===== config.mk =====
export PLATFORM = sky130hd
export DESIGN_NAME = hazard_ctrl_flat
export DESIGN_NICKNAME = d
export VERILOG_FILES = /design/src/rtl/hazard_ctrl_if.sv /design/src/rtl/hazard_ctrl.sv /design/src/flat_wrapper.sv
export SDC_FILE = /design/constraint.sdc
export NUM_CORES = 1
export LEC_CHECK = 0
export ABC_AREA = 1
export ABC_CLOCK_PERIOD_IN_PS = 3300
export CORE_MARGIN = 3
export CORE_UTILIZATION = 48
export DETAILED_ROUTE_END_ITERATION = 10
export PLACE_DENSITY = 0.81
export SYNTH_ARGS = -nofsm -noshare
export SYNTH_HDL_FRONTEND = slang
export SYNTH_SLANG_ARGS = --single-unit

===== constraint.sdc =====
create_clock -name clk -period 3.3 [get_ports clk]
set_input_delay 0.99 -clock clk [delete_from_list [all_inputs] [get_ports clk]]
set_output_delay 0.99 -clock clk [all_outputs]
set_load 0.01 [all_outputs]

===== src/rtl/hazard_ctrl_if.sv =====
// Pipeline-side bundle for hazard_ctrl.
//   master : pipeline side. Drives the IF/ID and ID/EX fields and branch_taken.
//            Receives the stage-register controls, FSM state and counters.
//   slave  : hazard_ctrl side.
interface hazard_ctrl_if;
   logic [31:0] if_instr;
   logic [6:0]  ex_opcode;
   logic [6:0]  ex_funct7;
   logic [4:0]  ex_rd;
   logic        branch_taken;
   logic        pc_stall;
   logic        ifid_stall;
   logic        ifid_flush;
   logic        idex_bubble;
   logic        ex_hold;
   logic [1:0]  state_o;
   logic [31:0] stall_cycles;
   logic [15:0] flush_count;

   modport master (
      output if_instr, ex_opcode, ex_funct7, ex_rd, branch_taken,
      input  pc_stall, ifid_stall, ifid_flush, idex_bubble, ex_hold,
      input  state_o, stall_cycles, flush_count
   );

   modport slave (
      input  if_instr, ex_opcode, ex_funct7, ex_rd, branch_taken,
      output pc_stall, ifid_stall, ifid_flush, idex_bubble, ex_hold,
      output state_o, stall_cycles, flush_count
   );
endinterface


===== src/rtl/hazard_ctrl.sv =====
// Hazard and sequencing controller for the 5-stage core.
// It watches IF/ID (if_instr) and ID/EX (ex_*). It produces the stall, bubble,
// flush and hold controls for load-use hazards, taken branches and
// multi-cycle MUL occupancy of EX. It also keeps saturating stall and flush
// counters.
// Ports:
//   clk    rising-edge clock
//   reset  asynchronous, active-high
//   bus    hazard_ctrl_if.slave. Carries the pipeline inputs, the combinational
//          controls, state_o and the counters.
//
// state     | meaning
// ----------+----------------------------------------------------------
// RUN       | normal flow; branch / new MUL / load-use handled
// MUL_BUSY  | MUL still occupying EX, pipeline frozen
// MUL_DRAIN | last MUL cycle; behaves like RUN without a new MUL trigger
module hazard_ctrl #(
   parameter int MUL_LATENCY = 3
) (
   input  logic         clk,
   input  logic         reset,
   hazard_ctrl_if.slave bus
);

   typedef enum logic [1:0] {
      RUN       = 2'd0,
      MUL_BUSY  = 2'd1,
      MUL_DRAIN = 2'd2
   } state_t;

   localparam logic [6:0] OPC_LOAD   = 7'b0000011;
   localparam logic [6:0] OPC_IMM    = 7'b0010011;
   localparam logic [6:0] OPC_STORE  = 7'b0100011;
   localparam logic [6:0] OPC_OP     = 7'b0110011;
   localparam logic [6:0] OPC_BRANCH = 7'b1100011;
   localparam logic [6:0] F7_MULDIV  = 7'b0000001;

   localparam bit         MUL_STALLS   = (MUL_LATENCY > 1);
   localparam bit         MUL_NO_BUSY  = (MUL_LATENCY == 2);
   localparam logic [3:0] MUL_CNT_INIT = 4'(MUL_LATENCY - 2);

   state_t      state_q;
   logic [3:0]  cnt_q;
   logic [31:0] stall_cnt_q;
   logic [15:0] flush_cnt_q;

   logic rs1_used, rs2_used;
   logic load_use, is_mul, mul_start;
   logic pc_stall, ifid_stall, ifid_flush, idex_bubble, ex_hold;

   always_comb begin
      rs1_used = 1'b0;
      rs2_used = 1'b0;
      case (bus.if_instr[6:0])
         OPC_IMM, OPC_LOAD:              rs1_used = 1'b1;
         OPC_STORE, OPC_OP, OPC_BRANCH: begin
            rs1_used = 1'b1;
            rs2_used = 1'b1;
         end
         default: ;
      endcase
   end

   assign load_use = (bus.ex_opcode == OPC_LOAD) && (bus.ex_rd != 5'd0) &&
                     ((rs1_used && (bus.if_instr[19:15] == bus.ex_rd)) ||
                      (rs2_used && (bus.if_instr[24:20] == bus.ex_rd)));

   assign is_mul = (bus.ex_opcode == OPC_OP) && (bus.ex_funct7 == F7_MULDIV);

   always_comb begin
      pc_stall    = 1'b0;
      ifid_stall  = 1'b0;
      ifid_flush  = 1'b0;
      idex_bubble = 1'b0;
      ex_hold     = 1'b0;
      mul_start   = 1'b0;
      if (!reset) begin
         if (state_q == MUL_BUSY) begin
            ex_hold    = 1'b1;
            pc_stall   = 1'b1;
            ifid_stall = 1'b1;
         end else if (bus.branch_taken) begin
            ifid_flush  = 1'b1;
            idex_bubble = 1'b1;
         end else if ((state_q == RUN) && is_mul && MUL_STALLS) begin
            ex_hold    = 1'b1;
            pc_stall   = 1'b1;
            ifid_stall = 1'b1;
            mul_start  = 1'b1;
         end else if (load_use) begin
            pc_stall    = 1'b1;
            ifid_stall  = 1'b1;
            idex_bubble = 1'b1;
         end
      end
   end

   // cnt_q counts the MUL_BUSY cycles still to come, including the current
   // one. MUL_BUSY therefore lasts MUL_LATENCY-2 cycles, and the total hold is
   // MUL_LATENCY-1 cycles. A latency of 2 skips MUL_BUSY and goes straight to
   // the drain cycle.
   always_ff @(posedge clk or posedge reset) begin
      if (reset) begin
         state_q     <= RUN;
         cnt_q       <= 4'd0;
         stall_cnt_q <= 32'd0;
         flush_cnt_q <= 16'd0;
      end else begin
         case (state_q)
            RUN: begin
               if (mul_start) begin
                  cnt_q   <= MUL_CNT_INIT;
                  state_q <= MUL_NO_BUSY ? MUL_DRAIN : MUL_BUSY;
               end
            end
            MUL_BUSY: begin
               cnt_q <= cnt_q - 4'd1;
               if (cnt_q <= 4'd1) state_q <= MUL_DRAIN;
            end
            MUL_DRAIN: state_q <= RUN;
            default:   state_q <= RUN;
         endcase

         if (pc_stall && (stall_cnt_q != 32'hFFFF_FFFF))
            stall_cnt_q <= stall_cnt_q + 32'd1;
         if (ifid_flush && (flush_cnt_q != 16'hFFFF))
            flush_cnt_q <= flush_cnt_q + 16'd1;
      end
   end

   assign bus.pc_stall     = pc_stall;
   assign bus.ifid_stall   = ifid_stall;
   assign bus.ifid_flush   = ifid_flush;
   assign bus.idex_bubble  = idex_bubble;
   assign bus.ex_hold      = ex_hold;
   assign bus.state_o      = state_q;
   assign bus.stall_cycles = stall_cnt_q;
   assign bus.flush_count  = flush_cnt_q;

endmodule


===== src/flat_wrapper.sv =====
// flat-port wrapper written by rule: the top's interface ports become plain ports
module hazard_ctrl_flat 
#(
   parameter int MUL_LATENCY = 3
)
  (clk, reset, bus_if_instr, bus_ex_opcode, bus_ex_funct7, bus_ex_rd, bus_branch_taken, bus_pc_stall, bus_ifid_stall, bus_ifid_flush, bus_idex_bubble, bus_ex_hold, bus_state_o, bus_stall_cycles, bus_flush_count);
  hazard_ctrl_if bus_i ();
  input  logic clk;
  input  logic reset;
  input wire logic [$bits(bus_i.if_instr)-1:0] bus_if_instr;
  input wire logic [$bits(bus_i.ex_opcode)-1:0] bus_ex_opcode;
  input wire logic [$bits(bus_i.ex_funct7)-1:0] bus_ex_funct7;
  input wire logic [$bits(bus_i.ex_rd)-1:0] bus_ex_rd;
  input wire logic [$bits(bus_i.branch_taken)-1:0] bus_branch_taken;
  output wire logic [$bits(bus_i.pc_stall)-1:0] bus_pc_stall;
  output wire logic [$bits(bus_i.ifid_stall)-1:0] bus_ifid_stall;
  output wire logic [$bits(bus_i.ifid_flush)-1:0] bus_ifid_flush;
  output wire logic [$bits(bus_i.idex_bubble)-1:0] bus_idex_bubble;
  output wire logic [$bits(bus_i.ex_hold)-1:0] bus_ex_hold;
  output wire logic [$bits(bus_i.state_o)-1:0] bus_state_o;
  output wire logic [$bits(bus_i.stall_cycles)-1:0] bus_stall_cycles;
  output wire logic [$bits(bus_i.flush_count)-1:0] bus_flush_count;
  assign bus_i.if_instr = bus_if_instr;
  assign bus_i.ex_opcode = bus_ex_opcode;
  assign bus_i.ex_funct7 = bus_ex_funct7;
  assign bus_i.ex_rd = bus_ex_rd;
  assign bus_i.branch_taken = bus_branch_taken;
  assign bus_pc_stall = bus_i.pc_stall;
  assign bus_ifid_stall = bus_i.ifid_stall;
  assign bus_ifid_flush = bus_i.ifid_flush;
  assign bus_idex_bubble = bus_i.idex_bubble;
  assign bus_ex_hold = bus_i.ex_hold;
  assign bus_state_o = bus_i.state_o;
  assign bus_stall_cycles = bus_i.stall_cycles;
  assign bus_flush_count = bus_i.flush_count;
  hazard_ctrl #(.MUL_LATENCY(MUL_LATENCY)) u_core (.clk(clk), .reset(reset), .bus(bus_i));
endmodule

### Yosys cells after proc, flatten, opt, wreduce, memory -nomap -nowiden

Cells that the tools add are included.

* add/sub/neg operators: 3
* $lt $le $gt $ge: 1
* equality and inequality tests: 15
* multiplexer cells: 25
* reduce and logical (&&, ||, !) cells: 16

Operator list (number)
* 32-bit by 1-bit adder with 32-bit output (second input constant): 1
* 32-bit != test (second input constant): 1
* 7-bit by 6-bit == test with 1-bit output (second input constant): 3
* 1-bit two-way mux: 20
* 16-bit by 1-bit adder with 16-bit output (second input constant): 1
* 16-bit != test (second input constant): 1
* 7-bit by 2-bit == test with 1-bit output (second input constant): 2
* 5-bit == test: 2
* 1-bit logical AND: 8
* 4-bit case mux with 2 select lines: 1
* 7-bit by 1-bit == test with 1-bit output (second input constant): 1
* 7-bit by 5-bit == test with 1-bit output (second input constant): 1
* 7-bit == test (second input constant): 1
* 5-bit nonzero test: 1
* 5-bit OR reduction: 1
* 4-bit by 1-bit <= comparator with 1-bit output (second input constant): 1
* 2-bit two-way mux: 2
* 4-bit two-way mux: 1
* 2-bit case mux with 2 select lines: 1
* 2-bit AND reduction: 2
* 4-bit by 1-bit subtractor with 4-bit output (second input constant): 1
* 3-bit OR reduction: 1
* 2-bit by 1-bit == test with 1-bit output (second input constant): 1
* 2-bit logical NOT: 1
* other kinds (4): 4

* register bits after elaboration: 54
* word-level logic and storage cells: 64

### Logic depth before layout (Yosys ltp)

Gate-level depths: netlist of run 1.

* word-level depth: 12
* gate-level depth with buffers: 13

### Worst setup path after synthesis of run 1

OpenSTA, ideal clock, no wires.

* kind: input to output
* from: in bus_ex_opcode[3]
* to: out bus_pc_stall
* arrival time: 2.005 ns
* required time: 2.310 ns
* path slack: 0.305 ns
* stages on the path: 9
* buffers on the path: 2
* cell sequence: nor2_1 > nand3_1 > nor2_1 > nand2_1 > nor2_1 > nand3_1 > nand2_2 > buf_2 > buf_4

* cells in the longest elaborated chain, start to end: 8
* elaborated cells between the ends (all ways): 11
* those cells by class: 2 x eq/ne; 5 x mux; 4 x reduce/logical

Ends and longest elaborated chain
* start: declaration: RTL line flat_wrapper.sv:11 `input wire logic [$bits(bus_i.ex_opcode)-1:0] bus_ex_opcode;`
* 7-bit by 2-bit == test with 1-bit output: RTL line hazard_ctrl.sv:64 `assign load_use = (bus.ex_opcode == OPC_LOAD) && (bus.ex_rd != 5'd0) &&`
* 1-bit logical AND (2 in series): RTL line hazard_ctrl.sv:64
* 1-bit two-way mux
* 1-bit two-way mux * (4 in series)
* end: declaration: RTL line flat_wrapper.sv:15 `output wire logic [$bits(bus_i.pc_stall)-1:0] bus_pc_stall;`

Every way passes the cells marked *; elsewhere a longest branch is shown, timed or not.

### Worst setup path after layout of run 1

* from: in bus_ex_opcode[1]
* to: out bus_idex_bubble

* cells in the longest elaborated chain, start to end: 8
* elaborated cells between the ends (all ways): 11
* those cells by class: 2 x eq/ne; 5 x mux; 4 x reduce/logical

Ends and longest elaborated chain
* 7-bit by 2-bit == test with 1-bit output: RTL line hazard_ctrl.sv:64
* 1-bit logical AND (2 in series): RTL line hazard_ctrl.sv:64
* 1-bit two-way mux: RTL line hazard_ctrl.sv:90 `end else if (load_use) begin`
* 1-bit two-way mux *: RTL line hazard_ctrl.sv:85 `end else if ((state_q == RUN) && is_mul && MUL_STALLS) begin`
* 1-bit two-way mux *: RTL line hazard_ctrl.sv:82 `end else if (bus.branch_taken) begin`
* 1-bit two-way mux *: RTL line hazard_ctrl.sv:78 `if (state_q == MUL_BUSY) begin`
* 1-bit two-way mux *: RTL line hazard_ctrl.sv:77 `if (!reset) begin`
* end: declaration: RTL line flat_wrapper.sv:18 `output wire logic [$bits(bus_i.idex_bubble)-1:0] bus_idex_bubble;`

Marked as above.

==> report_table.html, run 1 <==
<table>
<tr><th>Metric</th><th>Value</th></tr>
<tr><th colspan="2">Worst setup path</th></tr>
<tr><td>Arrival time of data at the critical path endpoint</td><td>roughly 2200 ps</td></tr>
<tr><td>Reg-to-reg slack, setup</td><td>1030 ps</td></tr>
<tr><td>Beginning of the worst register-to-register path</td><td>u_core.bus.stall_cycles[0]$_DFFE_PP0P_</td></tr>
<tr><td>Sort of element at the end of the critical path</td><td>output pin</td></tr>
<tr><td>CP max-delay cell</td><td>clkdlybuf4s50_1</td></tr>
<tr><td>Worst-path fanout max</td><td>2</td></tr>
<tr><td>Highest cell delay on the worst timing path</td><td>around 480 ps</td></tr>
<tr><td>Count of buffering cells on the critical path with inverters included</td><td>2</td></tr>
<tr><td>Worst path cell trace</td><td>clkdlybuf4s50_1 -&gt; nand3_2 -&gt; nor2_2 -&gt; nand2_1 -&gt; nor2_4 -&gt; a21oi_2 -&gt; nor3_2 -&gt; buf_2</td></tr>
<tr><td>Crit path kind</td><td>in2out</td></tr>
<tr><td>Type of origin of the critical path</td><td>primary input</td></tr>
<tr><td>Destination of the worst register-to-register timing path</td><td>u_core.bus.stall_cycles[7]$_DFFE_PP0P_</td></tr>
<tr><td>Data required time at the worst endpoint</td><td>around 2300 ps</td></tr>
<tr><td>Family with the most delay on the worst path</td><td>buffers and inverters</td></tr>
<tr><td>Worst r2r path cells</td><td>12</td></tr>
<tr><th colspan="2">Synthesis</th></tr>
<tr><td>Post-synthesis share of cell area spent on full adders, half adders and majority gates</td><td>0.0139</td></tr>
<tr><td>Cell with the most instances after synthesis</td><td>nand2_1</td></tr>
<tr><td>Yosys cell types</td><td>31</td></tr>
<tr><td>Simple-gate portion of the synthesized area</td><td>0.431</td></tr>
<tr><td>Area fraction of the dominant cell type after synthesis</td><td>0.374</td></tr>
<tr><td>Number of instances in the synthesized netlist</td><td>between 500 and 600</td></tr>
<tr><td>Commonest cells in the netlist</td><td>nand2_1 (187), nor2_1 (69), nand3_1 (61)</td></tr>
<tr><td>Async set-reset flop share out of synthesis</td><td>1.00</td></tr>
<tr><td>Number of nets in the synthesized netlist</td><td>587</td></tr>
<tr><td>Flip-flop and latch count after synthesis</td><td>54</td></tr>
<tr><td>Prevailing post-synth register cell</td><td>dfrtp_1</td></tr>
<tr><td>Post-synthesis mux area share</td><td>0.00277</td></tr>
<tr><td>Largest area contributor in the netlist</td><td>dfrtp_1</td></tr>
<tr><td>Most area-consuming cells after synthesis</td><td>dfrtp_1 (37%), nand2_1 (19%), nand3_1 (8.5%)</td></tr>
<tr><td>Average size of a mapped cell</td><td>between 6 and 7 µm²</td></tr>
<tr><td>Xor/xnor cell area share of the yosys netlist</td><td>0.0873</td></tr>
<tr><td>Fraction of the mapped netlist area in compound gates</td><td>0.0114</td></tr>
<tr><td>Count of yosys warnings during synthesis</td><td>0</td></tr>
<tr><td>Area of the mapped netlist</td><td>roughly 3600 µm²</td></tr>
<tr><td>Number of enable-type register cells in the synthesized netlist</td><td>0</td></tr>
<tr><td>Dominant combinational cell family by area after synthesis</td><td>simple AND/OR/NAND/NOR gates</td></tr>
<tr><td>Share of synthesized area occupied by flip-flops and latches</td><td>0.374</td></tr>
<tr><th colspan="2">Placement</th></tr>
<tr><td>Number of port buffers</td><td>93</td></tr>
<tr><td>Placed wire-length estimate after detailed placement</td><td>roughly 7.3 mm</td></tr>
<tr><td>RD Place Congestion</td><td>between 0.9 and 1</td></tr>
<tr><td>Inst Count DP</td><td>718</td></tr>
<tr><td>Placement-stage worst setup slack</td><td>-468 ps</td></tr>
<tr><th colspan="2">Layout</th></tr>
<tr><td>Final #Nets</td><td>slightly below 700</td></tr>
<tr><td>Area added between synthesis and finish</td><td>35.8%</td></tr>
<tr><td>Number of antenna cells inserted</td><td>0</td></tr>
<tr><td>Fin cells</td><td>between 700 and 800</td></tr>
<tr><td>Fill count</td><td>618</td></tr>
<tr><td>Final Util</td><td>0.695</td></tr>
<tr><td>Layout cell share with drive strength beyond 1</td><td>0.0900</td></tr>
<tr><th colspan="2">STA</th></tr>
<tr><td>Measured slew at the worst slew-check pin</td><td>between 500 and 600 ps</td></tr>
<tr><td>Final number of max-transition violations</td><td>0</td></tr>
<tr><td>Final setup margin</td><td>74.3 ps</td></tr>
<tr><td>Fin Setup TNS</td><td>0 ps</td></tr>
<tr><td>Post-Route Skew</td><td>between 9 and 10 ps</td></tr>
<tr><td>Ratio of final minimum period to clock period</td><td>0.977</td></tr>
<tr><td>Slew HR</td><td>0.664</td></tr>
<tr><td>Number of setup violations in the final report</td><td>0</td></tr>
<tr><td>Final critical path time including I/O delays and setup</td><td>3230 ps</td></tr>
<tr><td>Final-report hold violation count</td><td>0</td></tr>
<tr><td>Final-layout worst hold slack</td><td>about 490 ps</td></tr>
<tr><td>Maximum frequency from static timing analysis</td><td>about 310 MHz</td></tr>
<tr><th colspan="2">Floorplanning</th></tr>
<tr><td>I/O pin cnt</td><td>between 100 and 150</td></tr>
<tr><td>Area of the core</td><td>7060 µm²</td></tr>
<tr><td>Die ar.</td><td>around 8600 µm²</td></tr>
<tr><td>Die Width</td><td>~93 µm</td></tr>
<tr><td>Overall die height</td><td>slightly above 90 µm</td></tr>
<tr><td>Starting Density</td><td>0.512</td></tr>
<tr><td>Site row count</td><td>30</td></tr>
<tr><th colspan="2">Global routing</th></tr>
<tr><td>Number of global-route vias before repair</td><td>~3500</td></tr>
<tr><td>Global Route Usage Sum</td><td>0.226</td></tr>
<tr><td>Pin count of the biggest net entering global routing</td><td>37</td></tr>
<tr><td>Global route total overflow</td><td>0</td></tr>
<tr><td>First-pass GRT wire length</td><td>approximately 16 mm</td></tr>
<tr><td>Number of antenna violations at the first check in global routing</td><td>0</td></tr>
<tr><th colspan="2">Clock tree</th></tr>
<tr><td>H-tree depth reported by CTS</td><td>2</td></tr>
<tr><td>Clock-pin slew on the worst setup and hold paths</td><td>100 ps</td></tr>
<tr><td>Source-to-sink clock delay at the later pin of the worst-skew pair</td><td>310 ps</td></tr>
<tr><td>Longest Clk Path Bufs</td><td>2</td></tr>
<tr><td>Clock Sink Count</td><td>between 50 and 60</td></tr>
<tr><td>Clock tree from TritonCTS</td><td>done</td></tr>
<tr><td>Total clock buffers created by CTS</td><td>5</td></tr>
<tr><td>Root buf cell</td><td>clkbuf_8</td></tr>
<tr><th colspan="2">Routing</th></tr>
<tr><td>Routed wire length</td><td>slightly below 10 mm</td></tr>
<tr><td>Number of vias after detailed routing</td><td>3720</td></tr>
<tr><td>Initial DRC count</td><td>approximately 250</td></tr>
<tr><td>Detail-routed net length per standard cell</td><td>~13 µm</td></tr>
<tr><td>Post-detailed-route count of antenna-violating nets</td><td>0</td></tr>
<tr><td>Drt first pass iters</td><td>5</td></tr>
<tr><td>Drt via density</td><td>approximately 5</td></tr>
<tr><td>Post-route DRC</td><td>0</td></tr>
<tr><th colspan="2">Job</th></tr>
<tr><td>Count of max-cap constraint violations</td><td>0</td></tr>
<tr><th colspan="2">Power and ir drop</th></tr>
<tr><td>Net switching fraction of the power</td><td>0.283</td></tr>
<tr><td>Highest ir drop seen on vdd</td><td>approximately 430 µV</td></tr>
<tr><td>Standby leakage power</td><td>about 2.6 nW</td></tr>
<tr><td>Pwr/cell area</td><td>roughly 290 nW/µm²</td></tr>
<tr><td>Combinational Power Share</td><td>0.195</td></tr>
<tr><td>P_sw</td><td>around 0.40 mW</td></tr>
<tr><td>Share of total power in the clock network</td><td>0.271</td></tr>
<tr><td>Cell internal power dissipation</td><td>1.02 mW</td></tr>
<tr><td>Sequential fraction of design power</td><td>0.534</td></tr>
<tr><th colspan="2">Worst hold path</th></tr>
<tr><td>Worst min-delay path startpoint</td><td>u_core.cnt_q[3]$_DFFE_PP0P_</td></tr>
<tr><td>Worst hold path endpoint</td><td>u_core.cnt_q[3]$_DFFE_PP0P_</td></tr>
<tr><td>Hold Path Cell Cnt</td><td>1</td></tr>
<tr><td>Type of the tightest min-delay check</td><td>reg2reg</td></tr>
<tr><th colspan="2">Run status</th></tr>
<tr><td>Outcome</td><td>finished, final reports clean</td></tr>
</table>
-- metal layers --
| layer | vias to the layer above | share of wire | global-route usage |
|---|---|---|---|
| li1 | 1857 | - | - |
| met1 | 1723 | 0.46 | 0.323 |
| met2 | 133 | 0.45 | 0.351 |
| met3 | 7 | 0.084 | 0.0487 |
| met4 | 0 | 0.0086 | 0.0537 |
| met5 | - | 0 | 0 |
-- worst max path at each step --
stage,from,slack (ps),endpoint,cells after the start
6_report,bus_ex_opcode[1],70,bus_idex_bubble,8
5_1_grt,bus_ex_opcode[1],-6,bus_idex_bubble,8
4_1_cts,bus_ex_opcode[4],10,bus_pc_stall,10
3_5_place_dp,bus_ex_rd[0],-470,bus_idex_bubble,10
3_3_place_gp,bus_ex_rd[0],-400,bus_idex_bubble,10
2_1_floorplan,bus_ex_opcode[3],300,bus_pc_stall,9
-- timing repair --
| item | 4_1_cts | 5_1_grt |
|---|---|---|
| setup buffers | 2 | 1 |
| gates resized for setup | 22 | 47 |
| setup endpoints to repair | 5 | 4 |
| hold buffers | 0 | 0 |
| pin swaps | 1 | 28 |
-- cells in the final DEF, fill, tap and decap left out, types with 2 or more instances in the layout --
cell and count:
o21ai_0 6, nor2_4 4, nand3_1 58, clkdlybuf4s50_1 59, buf_2 2, xnor2_1 15, nor3_2 2, nand4_1 10
nand3b_1 6, inv_2 6, buf_6 2, nor3_1 14, nand2_2 3, dlygate4sd2_1 4, nor2_2 10, ha_1 4
dfrtp_1 54, xor2_1 21, inv_1 48, buf_4 13, nor2_1 59, nand3_2 3, nand2_1 186, clkbuf_8 6
dlymetal6s2s_1 26
-- cell type report --
class | instances | area [µm²] | area share
clock inverters | 2 | 12.5 | 0.00255
repair buffers | 107 | 1100 | 0.225
clock buffers | 6 | 82.6 | 0.0168
well taps | 96 | 120 | 0.0245
multi-input cells | 410 | 2030 | 0.415
flip-flops and latches | 54 | 1350 | 0.276
inverters | 54 | 203 | 0.0413
-- state kept, by name, summed over array words and instances, names as in the netlist --
| register | cells |
|---|---|
| u_core.cnt_q | 4 |
| u_core.bus.flush_count | 16 |
| u_core.bus.stall_cycles | 32 |
| u_core.bus.state_o | 2 |
-- cell families (layout without fill, tap and decap cells) --
group / count (synthesis) / in the layout
simple gates: 361 / 361
buf+inv: 65 / 169
flops: 54 / 54
xor+xnor: 36 / 36
compound gates: 8 / 8
fa+ha+maj: 4 / 4
mux: 1 / 1
-- metrics by stage --
stage / cell area (µm²) / total power [mW]
after floorplan: 3610 / 0.878
after global placement: 4670 / 1.04
after detailed placement: 4670 / 1.05
after CTS: 4760 / 1.43
after global routing: 4900 / 1.50
final: 4900 / 1.42
-- power groups by stage --
stage	registers (mW)	clock network, mW	logic, mW
after floorplan	0.775	0	0.103
after global placement	0.769	0	0.272
after detailed placement	0.771	0	0.278
after CTS	0.759	0.396	0.277
after global routing	0.766	0.425	0.308
final	0.759	0.386	0.277
(Power assumes the default switching activity.)
==> run 2, diff against run 1 <==
CORE_MARGIN = 8   (was 3)
SLEW_MARGIN = 20   (was unset)
==> report_table.html, run 2 (synthesis results as in run 1) <==
<table>
<tr><th>Metric</th><th>Value</th></tr>
<tr><th colspan="2">STA</th></tr>
<tr><td>Number of setup violations in the final report</td><td>0 (unchanged)</td></tr>
<tr><td>Maximum frequency from static timing analysis</td><td>311 MHz (+0.33%)</td></tr>
<tr><td>Post-Route Skew</td><td>9.78 ps (+0.278 ps)</td></tr>
<tr><td>Final critical path time including I/O delays and setup</td><td>3220 ps (-10.7 ps)</td></tr>
<tr><td>Fin Setup TNS</td><td>0 ps (unchanged)</td></tr>
<tr><td>RSZ-0062 raised after global routing</td><td>no</td></tr>
<tr><td>Final setup margin</td><td>85.0 ps (+10.7 ps)</td></tr>
<tr><td>Slew HR</td><td>0.640 (-0.0234)</td></tr>
<tr><td>Ratio of final minimum period to clock period</td><td>0.974 (-0.00324)</td></tr>
<tr><td>Final number of max-transition violations</td><td>0 (unchanged)</td></tr>
<tr><td>Measured slew at the worst slew-check pin</td><td>539 ps (+35.1 ps)</td></tr>
<tr><td>Final-report hold violation count</td><td>0 (unchanged)</td></tr>
<tr><td>Final-layout worst hold slack</td><td>483 ps (-4.16 ps)</td></tr>
<tr><th colspan="2">Worst setup path</th></tr>
<tr><td>Reg-to-reg slack, setup</td><td>1030 ps (about the same)</td></tr>
<tr><td>Type of origin of the critical path</td><td>primary input</td></tr>
<tr><td>Worst path cell trace</td><td>clkdlybuf4s50_1 -&gt; inv_1 -&gt; buf_4 -&gt; nor3_2 -&gt; dlygate4sd2_1</td></tr>
<tr><td>Count of buffering cells on the critical path with inverters included</td><td>4 (+2)</td></tr>
<tr><td>Highest cell delay on the worst timing path</td><td>480 ps (about the same)</td></tr>
<tr><td>CP max-delay cell</td><td>clkdlybuf4s50_1</td></tr>
<tr><td>Family with the most delay on the worst path</td><td>buffers and inverters</td></tr>
<tr><td>Crit path kind</td><td>in2out</td></tr>
<tr><td>Data required time at the worst endpoint</td><td>2310 ps (about the same)</td></tr>
<tr><td>Worst-path fanout max</td><td>2 (unchanged)</td></tr>
<tr><td>Sort of element at the end of the critical path</td><td>output pin</td></tr>
<tr><td>Arrival time of data at the critical path endpoint</td><td>2230 ps (about the same)</td></tr>
<tr><th colspan="2">Power and ir drop</th></tr>
<tr><td>Total power</td><td>1.42 mW (-0.45%)</td></tr>
<tr><td>Standby leakage power</td><td>2.59 nW (-0.26%)</td></tr>
<tr><td>Combinational Power Share</td><td>0.196 (about the same)</td></tr>
<tr><td>P_sw</td><td>0.395 mW (-1.8%)</td></tr>
<tr><td>Highest ir drop seen on vdd</td><td>359 µV (-16%)</td></tr>
<tr><td>Net switching fraction of the power</td><td>0.279 (-0.00374)</td></tr>
<tr><td>Pwr/cell area</td><td>292 nW/µm² (+0.55%)</td></tr>
<tr><td>Cell internal power dissipation</td><td>1.02 mW (about the same)</td></tr>
<tr><td>Share of total power in the clock network</td><td>0.267 (-0.004)</td></tr>
<tr><td>Sequential fraction of design power</td><td>0.537 (+0.003)</td></tr>
<tr><th colspan="2">Floorplanning</th></tr>
<tr><td>Area of the core</td><td>7250 µm² (+2.8%)</td></tr>
<tr><td>Die ar.</td><td>10600 µm² (+23%)</td></tr>
<tr><td>Overall die height</td><td>103 µm (+11%)</td></tr>
<tr><td>Die Width</td><td>103 µm (+11%)</td></tr>
<tr><td>I/O pin cnt</td><td>109 (unchanged)</td></tr>
<tr><td>Starting Density</td><td>0.498 (-0.0139)</td></tr>
<tr><td>Site row count</td><td>31 (+3.3%)</td></tr>
<tr><th colspan="2">Routing</th></tr>
<tr><td>Detail-routed net length per standard cell</td><td>14.2 µm (+6.6%)</td></tr>
<tr><td>Drt first pass iters</td><td>4 (-1)</td></tr>
<tr><td>Routed wire length</td><td>10.4 mm (+6.7%)</td></tr>
<tr><td>Met2 Routed Length</td><td>4.74 mm (+9.7%)</td></tr>
<tr><td>Routed metal-1 wirelength</td><td>4.50 mm (+0.36%)</td></tr>
<tr><td>Number of vias after detailed routing</td><td>3776 (+1.5%)</td></tr>
<tr><td>Post-detailed-route count of antenna-violating nets</td><td>0 (unchanged)</td></tr>
<tr><td>Post-route DRC</td><td>0 (unchanged)</td></tr>
<tr><td>Drt via density</td><td>5.17 (+1.4%)</td></tr>
<tr><td>Top Metal Used</td><td>met4</td></tr>
<tr><td>Initial DRC count</td><td>306 (+25%)</td></tr>
<tr><td>Total met3 wirelength after detailed routing</td><td>879 µm (+8.4%)</td></tr>
<tr><th colspan="2">Clock tree</th></tr>
<tr><td>Longest Clk Path Bufs</td><td>2 (unchanged)</td></tr>
<tr><td>Root buf cell</td><td>clkbuf_8</td></tr>
<tr><td>Clock tree from TritonCTS</td><td>done</td></tr>
<tr><td>Clock-pin slew on the worst setup and hold paths</td><td>100 ps (about the same)</td></tr>
<tr><td>Total clock buffers created by CTS</td><td>5 (unchanged)</td></tr>
<tr><td>Clock Sink Count</td><td>54 (unchanged)</td></tr>
<tr><td>Source-to-sink clock delay at the later pin of the worst-skew pair</td><td>300 ps (about the same)</td></tr>
<tr><td>Hold bufs inserted after CTS</td><td>0 (unchanged)</td></tr>
<tr><td>H-tree depth reported by CTS</td><td>2 (unchanged)</td></tr>
<tr><th colspan="2">Placement</th></tr>
<tr><td>Number of port buffers</td><td>93 (unchanged)</td></tr>
<tr><td>RD Place Congestion</td><td>0.957 (-0.32%)</td></tr>
<tr><td>Placement-stage worst setup slack</td><td>-445 ps (+22.8 ps)</td></tr>
<tr><td>Inst Count DP</td><td>721 (+0.42%)</td></tr>
<tr><td>Placed wire-length estimate after detailed placement</td><td>7.91 mm (+7.8%)</td></tr>
<tr><td>Cell area reported after detailed placement</td><td>4680 µm² (about the same)</td></tr>
<tr><th colspan="2">Run status</th></tr>
<tr><td>Outcome</td><td>finished, final reports clean</td></tr>
<tr><th colspan="2">Layout</th></tr>
<tr><td>Fin cells</td><td>730 (+0.14%)</td></tr>
<tr><td>Flip-flop count of the largest register after layout</td><td>32 (unchanged)</td></tr>
<tr><td>Final #Nets</td><td>688 (-0.29%)</td></tr>
<tr><td>Layout cell share with drive strength beyond 1</td><td>0.0745 (-0.0156)</td></tr>
<tr><td>Fill count</td><td>626 (+1.3%)</td></tr>
<tr><td>Post-layout instance area</td><td>4850 µm² (-1.0%)</td></tr>
<tr><td>Area added between synthesis and finish</td><td>34.5%</td></tr>
<tr><td>Number of antenna cells inserted</td><td>0 (unchanged)</td></tr>
<tr><td>Top library cells by usage in the layout, fill and taps aside</td><td>nand2_1 (186), nor2_1 (64), nand3_1 (60)</td></tr>
<tr><td>Most common cell after layout, fill and taps aside</td><td>nand2_1</td></tr>
<tr><td>Final Util</td><td>0.669 (-0.0255)</td></tr>
<tr><th colspan="2">Global routing</th></tr>
<tr><td>Global Route Usage Sum</td><td>0.196 (-0.0306)</td></tr>
<tr><td>Number of antenna violations at the first check in global routing</td><td>0 (unchanged)</td></tr>
<tr><td>First-pass GRT wire length</td><td>16.6 mm (+3.7%)</td></tr>
<tr><td>Global route total overflow</td><td>0 (unchanged)</td></tr>
<tr><td>Number of global-route vias before repair</td><td>3566 (+3.1%)</td></tr>
<tr><td>Pin count of the biggest net entering global routing</td><td>39 (+5.4%)</td></tr>
<tr><th colspan="2">Job</th></tr>
<tr><td>Count of max-cap constraint violations</td><td>0 (unchanged)</td></tr>
<tr><th colspan="2">Worst hold path</th></tr>
<tr><td>Type of the tightest min-delay check</td><td>reg2reg</td></tr>
</table>
[run 2: final timing paths]
check,from,endpoint,depth (start not counted)
min reg2reg,u_core.cnt_q[3]$_DFFE_PP0P_,u_core.cnt_q[3]$_DFFE_PP0P_,1
min in group asynchronous,reset,u_core.cnt_q[2]$_DFFE_PP0P_,3
min,u_core.cnt_q[3]$_DFFE_PP0P_,u_core.cnt_q[3]$_DFFE_PP0P_,1
max,bus_branch_taken,bus_ifid_flush,5
max reg2reg,u_core.bus.stall_cycles[0]$_DFFE_PP0P_,u_core.bus.stall_cycles[1]$_DFFE_PP0P_,12
max in group asynchronous,reset,u_core.bus.stall_cycles[23]$_DFFE_PP0P_,4
[run 2: worst register-to-register path, stage by stage (launching register included)]
cell and delay [ps]:
dfrtp_1 440, ha_1 290, nand3_1 190, inv_2 130, nand2_4 80, nor2_4 110, nand3b_2 130, nor2_4 120
inv_2 220, nand2_2 160, buf_4 210, nand2_1 80, nand2_1 60
[run 2: timing repair]
action,CTS,global route
setup endpoints to repair,5,4
pin swaps,0,28
resized for setup,18,41
endpoints found under the hold margin,0,0
buffers inserted,0,1
[run 2: power by group through the flow]
stage | sequential, mW | combinational, mW | clock [mW]
after floorplan | 0.775 | 0.103 | 0
after CTS | 0.760 | 0.283 | 0.392
final | 0.760 | 0.277 | 0.379
after global routing | 0.766 | 0.306 | 0.416
after detailed placement | 0.770 | 0.285 | 0
after global placement | 0.769 | 0.275 | 0
[run 2: final cells by class]
| type | instances | area (µm²) | area share |
|---|---|---|---|
| sequential | 54 | 1350 | 0.278 |
| inverter | 54 | 203 | 0.0418 |
| multi-input combinational | 410 | 2000 | 0.411 |
| clock inverter | 1 | 5.00 | 0.00103 |
| clock buffer | 7 | 86.3 | 0.0178 |
| tap | 99 | 124 | 0.0255 |
| timing repair buffer | 105 | 1090 | 0.224 |
[run 2: metal layers]
layer	global-route usage	up-vias
li1	-	1864
met1	0.251	1719
met2	0.320	174
met3	0.0398	19
met4	0.0643	0
met5	0	-
